$ cat src/rtl/tlb_lookup_if.sv
`default_nettype none
// +----------------------------------------------------------------------+
// | tlb_lookup_if : lookup, entry-write and INVTLB bundle for tlb_lookup |
// | Rev 1.0                                                              |
// +----------------------------------------------------------------------+
interface tlb_lookup_if #(
  parameter int TLBNUM = 16,
  parameter int IDX_W  = $clog2(TLBNUM)
);
  logic             req_valid;
  logic             req_ready;
  logic [31:0]      req_vaddr;
  logic [9:0]       req_asid;
  logic             rsp_valid;
  logic             rsp_hit;
  logic [IDX_W-1:0] rsp_idx;
  logic [19:0]      rsp_pfn;
  logic             rsp_v;
  logic             rsp_d;
  logic [1:0]       rsp_mat;
  logic [1:0]       rsp_plv;
  logic             wr_en;
  logic [IDX_W-1:0] wr_idx;
  logic [82:0]      wr_entry;
  logic             inv_valid;
  logic [2:0]       inv_op;
  logic [9:0]       inv_asid;
  logic [18:0]      inv_vppn;
  logic             inv_busy;

  modport slave (
    input  req_valid, req_vaddr, req_asid,
    output req_ready,
    output rsp_valid, rsp_hit, rsp_idx, rsp_pfn, rsp_v, rsp_d, rsp_mat, rsp_plv,
    input  wr_en, wr_idx, wr_entry,
    input  inv_valid, inv_op, inv_asid, inv_vppn,
    output inv_busy
  );

  modport master (
    output req_valid, req_vaddr, req_asid,
    input  req_ready,
    input  rsp_valid, rsp_hit, rsp_idx, rsp_pfn, rsp_v, rsp_d, rsp_mat, rsp_plv,
    output wr_en, wr_idx, wr_entry,
    output inv_valid, inv_op, inv_asid, inv_vppn,
    input  inv_busy
  );
endinterface
`default_nettype wire

$ cat src/rtl/tlb_lookup.sv
`default_nettype none
// +----------------------------------------------------------------------+
// | tlb_lookup : fully-associative double-page TLB search, one-cycle     |
// |              registered response, entry writes and INVTLB sweep      |
// | Rev 1.0                                                              |
// +----------------------------------------------------------------------+
module tlb_lookup #(
  parameter int TLBNUM = 16,
  parameter int IDX_W  = $clog2(TLBNUM)
) (
  input  wire logic         clk,
  input  wire logic         resetn,
  tlb_lookup_if.slave       bus
);

  typedef enum logic [0:0] {S_IDLE = 1'b0, S_SWEEP = 1'b1} state_e;

  state_e           state_q, state_d;
  logic [IDX_W-1:0] cnt_q, cnt_d;
  logic [2:0]       op_q, op_d;
  logic [9:0]       asid_q, asid_d;
  logic [18:0]      vppn_q, vppn_d;

  // Only e needs a reset; the remaining entry fields are qualified by it.
  logic [TLBNUM-1:0] e_q;
  logic [81:0]       ent_q [TLBNUM];

  logic             rsp_valid_q, rsp_hit_q;
  logic [IDX_W-1:0] rsp_idx_q;
  logic [25:0]      rsp_page_q;

  logic             busy, wr_fire, inv_start, accept, clr;
  logic             lk_hit;
  logic [IDX_W-1:0] lk_idx;
  logic [25:0]      lk_page;
  logic [81:0]      sw_ent;
  logic             unused_vaddr_lo;

  assign busy      = (state_q == S_SWEEP);
  assign wr_fire   = bus.wr_en & ~busy;
  assign inv_start = bus.inv_valid & ~busy & (bus.inv_op != 3'd7);
  assign accept    = bus.req_valid & ~busy;
  assign unused_vaddr_lo = ^bus.req_vaddr[11:0];

  // Descending scan so the lowest matching index is the one left standing.
  always_comb begin
    lk_hit  = 1'b0;
    lk_idx  = '0;
    lk_page = '0;
    for (int i = TLBNUM - 1; i >= 0; i--) begin
      if (e_q[i] && (ent_q[i][81:63] == bus.req_vaddr[31:13]) &&
          (ent_q[i][62] || (ent_q[i][61:52] == bus.req_asid))) begin
        lk_hit  = 1'b1;
        lk_idx  = IDX_W'(i);
        lk_page = bus.req_vaddr[12] ? ent_q[i][25:0] : ent_q[i][51:26];
      end
    end
  end

  always_comb begin
    sw_ent = ent_q[cnt_q];
    case (op_q)
      3'd0, 3'd1: clr = 1'b1;
      3'd2:       clr = sw_ent[62];
      3'd3:       clr = ~sw_ent[62];
      3'd4:       clr = ~sw_ent[62] & (sw_ent[61:52] == asid_q);
      3'd5:       clr = ~sw_ent[62] & (sw_ent[61:52] == asid_q) & (sw_ent[81:63] == vppn_q);
      3'd6:       clr = (sw_ent[62] | (sw_ent[61:52] == asid_q)) & (sw_ent[81:63] == vppn_q);
      default:    clr = 1'b0;
    endcase
  end

  always_comb begin
    state_d = state_q;
    cnt_d   = cnt_q;
    op_d    = op_q;
    asid_d  = asid_q;
    vppn_d  = vppn_q;
    case (state_q)
      S_IDLE: begin
        if (inv_start) begin
          state_d = S_SWEEP;
          cnt_d   = '0;
          op_d    = bus.inv_op;
          asid_d  = bus.inv_asid;
          vppn_d  = bus.inv_vppn;
        end
      end
      S_SWEEP: begin
        cnt_d = cnt_q + IDX_W'(1);
        if (cnt_q == IDX_W'(TLBNUM - 1)) state_d = S_IDLE;
      end
      default: state_d = S_IDLE;
    endcase
  end

  always_ff @(posedge clk or negedge resetn) begin
    if (!resetn) begin
      state_q <= S_IDLE;
      cnt_q   <= '0;
      op_q    <= '0;
      asid_q  <= '0;
      vppn_q  <= '0;
    end else begin
      state_q <= state_d;
      cnt_q   <= cnt_d;
      op_q    <= op_d;
      asid_q  <= asid_d;
      vppn_q  <= vppn_d;
    end
  end

  // Writes are blocked while busy, so a write and a sweep clear never collide.
  always_ff @(posedge clk or negedge resetn) begin
    if (!resetn) begin
      e_q <= '0;
    end else begin
      if (wr_fire)     e_q[bus.wr_idx] <= bus.wr_entry[82];
      if (busy && clr) e_q[cnt_q]      <= 1'b0;
    end
  end

  always_ff @(posedge clk) begin
    if (wr_fire) ent_q[bus.wr_idx] <= bus.wr_entry[81:0];
  end

  always_ff @(posedge clk or negedge resetn) begin
    if (!resetn) begin
      rsp_valid_q <= 1'b0;
      rsp_hit_q   <= 1'b0;
      rsp_idx_q   <= '0;
      rsp_page_q  <= '0;
    end else begin
      rsp_valid_q <= accept;
      if (accept) begin
        rsp_hit_q  <= lk_hit;
        rsp_idx_q  <= lk_idx;
        rsp_page_q <= lk_page;
      end
    end
  end

  assign bus.req_ready = ~busy;
  assign bus.inv_busy  = busy;
  assign bus.rsp_valid = rsp_valid_q;
  assign bus.rsp_hit   = rsp_hit_q;
  assign bus.rsp_idx   = rsp_idx_q;
  assign bus.rsp_pfn   = rsp_page_q[25:6];
  assign bus.rsp_v     = rsp_page_q[5];
  assign bus.rsp_d     = rsp_page_q[4];
  assign bus.rsp_mat   = rsp_page_q[3:2];
  assign bus.rsp_plv   = rsp_page_q[1:0];

endmodule
`default_nettype wire

$ cat src/flat_wrapper.sv
// flat-port wrapper written by rule: the top's interface ports become plain ports
module tlb_lookup_flat 
#(
  parameter int TLBNUM = 16,
  parameter int IDX_W  = $clog2(TLBNUM)
)
  (clk, resetn, bus_req_valid, bus_req_vaddr, bus_req_asid, bus_req_ready, bus_rsp_valid, bus_rsp_hit, bus_rsp_idx, bus_rsp_pfn, bus_rsp_v, bus_rsp_d, bus_rsp_mat, bus_rsp_plv, bus_wr_en, bus_wr_idx, bus_wr_entry, bus_inv_valid, bus_inv_op, bus_inv_asid, bus_inv_vppn, bus_inv_busy);
  tlb_lookup_if #(.TLBNUM(TLBNUM), .IDX_W(IDX_W)) bus_i ();
  input  wire logic clk;
  input  wire logic resetn;
  input wire logic [$bits(bus_i.req_valid)-1:0] bus_req_valid;
  input wire logic [$bits(bus_i.req_vaddr)-1:0] bus_req_vaddr;
  input wire logic [$bits(bus_i.req_asid)-1:0] bus_req_asid;
  output wire logic [$bits(bus_i.req_ready)-1:0] bus_req_ready;
  output wire logic [$bits(bus_i.rsp_valid)-1:0] bus_rsp_valid;
  output wire logic [$bits(bus_i.rsp_hit)-1:0] bus_rsp_hit;
  output wire logic [$bits(bus_i.rsp_idx)-1:0] bus_rsp_idx;
  output wire logic [$bits(bus_i.rsp_pfn)-1:0] bus_rsp_pfn;
  output wire logic [$bits(bus_i.rsp_v)-1:0] bus_rsp_v;
  output wire logic [$bits(bus_i.rsp_d)-1:0] bus_rsp_d;
  output wire logic [$bits(bus_i.rsp_mat)-1:0] bus_rsp_mat;
  output wire logic [$bits(bus_i.rsp_plv)-1:0] bus_rsp_plv;
  input wire logic [$bits(bus_i.wr_en)-1:0] bus_wr_en;
  input wire logic [$bits(bus_i.wr_idx)-1:0] bus_wr_idx;
  input wire logic [$bits(bus_i.wr_entry)-1:0] bus_wr_entry;
  input wire logic [$bits(bus_i.inv_valid)-1:0] bus_inv_valid;
  input wire logic [$bits(bus_i.inv_op)-1:0] bus_inv_op;
  input wire logic [$bits(bus_i.inv_asid)-1:0] bus_inv_asid;
  input wire logic [$bits(bus_i.inv_vppn)-1:0] bus_inv_vppn;
  output wire logic [$bits(bus_i.inv_busy)-1:0] bus_inv_busy;
  assign bus_i.req_valid = bus_req_valid;
  assign bus_i.req_vaddr = bus_req_vaddr;
  assign bus_i.req_asid = bus_req_asid;
  assign bus_req_ready = bus_i.req_ready;
  assign bus_rsp_valid = bus_i.rsp_valid;
  assign bus_rsp_hit = bus_i.rsp_hit;
  assign bus_rsp_idx = bus_i.rsp_idx;
  assign bus_rsp_pfn = bus_i.rsp_pfn;
  assign bus_rsp_v = bus_i.rsp_v;
  assign bus_rsp_d = bus_i.rsp_d;
  assign bus_rsp_mat = bus_i.rsp_mat;
  assign bus_rsp_plv = bus_i.rsp_plv;
  assign bus_i.wr_en = bus_wr_en;
  assign bus_i.wr_idx = bus_wr_idx;
  assign bus_i.wr_entry = bus_wr_entry;
  assign bus_i.inv_valid = bus_inv_valid;
  assign bus_i.inv_op = bus_inv_op;
  assign bus_i.inv_asid = bus_inv_asid;
  assign bus_i.inv_vppn = bus_inv_vppn;
  assign bus_inv_busy = bus_i.inv_busy;
  tlb_lookup #(.TLBNUM(TLBNUM), .IDX_W(IDX_W)) u_core (.clk(clk), .resetn(resetn), .bus(bus_i));
endmodule
$ cat config.mk
export PLATFORM = sky130hd
export DESIGN_NAME = tlb_lookup_flat
export DESIGN_NICKNAME = d
export VERILOG_FILES = /design/src/rtl/tlb_lookup_if.sv /design/src/rtl/tlb_lookup.sv /design/src/flat_wrapper.sv
export SDC_FILE = /design/constraint.sdc
export NUM_CORES = 2
export LEC_CHECK = 0
export BUFFER_PORTS_ARGS = -buffer_cell sky130_fd_sc_hd__clkbuf_2
export CORE_ASPECT_RATIO = 1.1
export CORE_MARGIN = 1
export CORE_UTILIZATION = 40
export CTS_CLUSTER_DIAMETER = 50
export DETAILED_ROUTE_END_ITERATION = 6
export GPL_ROUTABILITY_DRIVEN = 0
export HOLD_SLACK_MARGIN = 0.1
export SYNTH_ARGS = -nofsm -noshare
export SYNTH_HDL_FRONTEND = slang
export SYNTH_SLANG_ARGS = --single-unit
$ cat constraint.sdc
create_clock -name clk -period 8.9 [get_ports clk]
set_input_delay 0 -clock clk [delete_from_list [all_inputs] [get_ports clk]]
set_output_delay 0 -clock clk [all_outputs]
set_load 0.01 [all_outputs]
==> out/metrics.cfg <==
[outcome]
status=complete, no violations

[flow_run]
maxCapViolations=0

[pwr]
clockPowerShare_pct=38.4
switching_share_pct=27.70
p_per_area_nw_per_um2=239.4
leakagePower_uw=0.02449
vdd_drop_max_uv=166.3
internal_power_uw=12550
p_comb_share_pct=17.1
p_sw_uw=4806
seqPwrFrac_pct=44.4

[setup_path]
end_kind=flip-flop
crit_required_ns=9.49
r2r_end=u_core.e_q[2]
cp_slowest_cell=a2111oi_0
critPathMostFrequentCell=buf_4
cp_max_fo=30
r2r_start=u_core.cnt_q[2]
cp_data_arrival_time_ns=5.99
slowest_delay_ns=1.00
path_buf_inv=3
cp_cell_sequence=buf_4, nor2b_1, buf_4, a22o_1, nor3_1, a2111oi_0, a31oi_1, a2111oi_0, buf_4, o311ai_1, nand2_2, a31oi_1
critPathTopFamily=compound AO/OA/AOI/OAI gates
worstSetupStartpointType=flip-flop
rrSetupSlack_ns=3.50
r2r_cells=12
path_class=reg2reg

[clock_tree]
root_buffer=clkbuf_16
h-tree-depth=4
cts_buffer_depth=3
clk_latency_ns=0.80
clock-sinks=1397
cts_tree=done
cts_buffers=164
clk_pin_slew_worst_paths_ns=0.06

[logic_synthesis]
post-synth-top-count-cell=edfxtp_1
synth_top_area_share_pct=63.86
synth_common_cells=edfxtp_1 (1312), mux2i_1 (347), xor2_1 (300), nand2_1 (245), xnor2_1 (208)
synthTopCellsByArea=edfxtp_1 (64%), mux2i_1 (5.6%), xor2_1 (4.3%)
yosys_warnings=0
ys_types=70
syn_area_per_cell_sq_um=15.33
syn_inst=4024
synth.cell_area_sq_um=61700
ys_seq_elements=1397
synth_flop_cell=edfxtp_1
syn_nets=4194
synth_async_sr_flop_share_pct=6.084
yosys.area.top_type=edfxtp_1
synth_edf_count=1312
ys_seq_area_share_pct=67.30

[detailed_routing]
vias=38048
totalWireLength_um=193100
drc=0
vias_per_cell=5.761
first_pass_iters=5
drt-wirelength-per-cell_um=29.24
postRouteAntennaNets=0
drt_iter0_markers=3936

[hold_path]
whs_path_depth=2
min_to=u_core.ent_q[5][32]
worstHoldStart=bus_wr_entry[32]
hold_path_class=in2reg

[floorplanning]
initial_core_util_pct=40.44
coreArea_sq_um=152600
die_width_um=376.5
dieArea_sq_um=155800
die_y_um=413.9
io_pins=200
num_rows=150

[finish]
drive_gt1_share_pct=17.42
area_growth_pct=17.49
final_nets=4582
instances_no_fill=6604
stdcell_area_sq_um=72490

[timing]
rsz0062_at_grt=no
setup_viol=0
period_minus_slack_ns=5.404
fin_setup_tns_ns=0
skew_ns=0.05802
clock.fmax_mhz=185.0
relSlewSlack_pct=10.06
timing.final.hold_violations=0
hold_slack_ns=0.1962
worstMarginPinSlew_ns=1.337
fin_crit_sh_pct=60.72
drv_slew=0

[grt]
overflow=0
grt_max_degree=112
grt_pass1_vias=37696
grt_pass1_wl_um=272100
grt_antenna_before_repair=20
grt_usage_pct=24.50

[placed_design]
numPortBuffers=187
dp_hpwl_um=115300
place_area_sq_um=64860
place_inst=6076

## logic make-up after synthesis
family | after synthesis | share of synthesized area [%]
fa+ha+maj | 4 | 0.08112
xor+xnor | 508 | 7.211
simple gates | 659 | 5.271
compound gates | 590 | 6.506
mux | 593 | 11.65
buf+inv | 273 | 1.981
flops | 1397 | 67.30
## stage by stage
stage               power [uW]  utilization (%)  setup slack [ns]
floorplan                 9575                -             1.420
global placement         10540            42.51             3.727
detailed placement       10560            42.51             3.724
CTS                      17390            47.50             3.725
global route             17860            47.50             3.608
finish                   17350            47.51             3.496
## how the worst max path moves through the flow
stage	end	cells after the start	start	slack [ns]
after floorplan	u_core.e_q[0]	6	u_core.bus.inv_busy	1.42
after global placement	u_core.e_q[3]	11	u_core.cnt_q[2]	3.73
after detailed placement	u_core.e_q[1]	12	u_core.cnt_q[2]	3.72
after CTS	u_core.e_q[2]	12	u_core.cnt_q[2]	3.73
after global routing	u_core.e_q[2]	12	u_core.cnt_q[2]	3.61
final	u_core.e_q[2]	12	u_core.cnt_q[2]	3.50
## layer usage
layer / up-vias / routed length [um] / global-route usage (%)
met2: 1746 / 91060 / 39.72
met3: 365 / 15540 / 4.558
met5: - / 143 / 0
li1: 16418 / - / -
met1: 19497 / 79450 / 32.81
met4: 22 / 6916 / 9.125
## registers in the layout, indices dropped and copies added (netlist names)
| signal | count |
|---|---|
| u_core.ent_q | 1312 |
| u_core.rsp_page_q | 26 |
| u_core.vppn_q | 19 |
| u_core.e_q | 16 |
| u_core.asid_q | 10 |
| u_core.bus.rsp_idx | 4 |
| u_core.cnt_q | 4 |
| u_core.op_q | 3 |
| u_core.bus.inv_busy | 1 |
| u_core.bus.rsp_hit | 1 |
| u_core.bus.rsp_valid | 1 |
## placed cells by master, fill, tap and decap left out, types with 82 or more instances in the layout
cell	synthesis	final
a21oi_1	104	104
clkbuf_16	0	165
clkbuf_2	0	185
dfrtp_1	85	82
dlygate4sd3_1	0	220
edfxtp_1	1312	1312
mux2_2	165	165
mux2i_1	347	347
nand2_1	245	244
nor4_1	90	83
o21ai_0	112	112
xnor2_1	208	208
xor2_1	300	300
## power groups by stage
stage	Combinational (uW)	Clock [uW]	Sequential, uW
final	2980	6670	7710
after global routing	3130	7000	7720
after CTS	2930	6760	7700
after detailed placement	2730	0	7830
after global placement	2710	0	7830
after floorplan	1950	0	7620
## what timing repair did
item / 4_1_cts / 5_1_grt
hold buffers: 222 / 0
setup buffers: 0 / 0
resized for setup: 0 / 0
endpoints found under the hold margin: 1591 / 0
## cell type report
class                   count  area [sq um]
diodes                      6         15.01
well taps                2052          2567
fillers                 13187         80090
flip-flops and latches   1397         41530
inverters                  10         37.54
multi-input cells        2354         19190
clock inverters            85         983.4
clock buffers             215          4377
repair buffers            485          3789
Note: power is estimated with default switching activity, not from simulation.
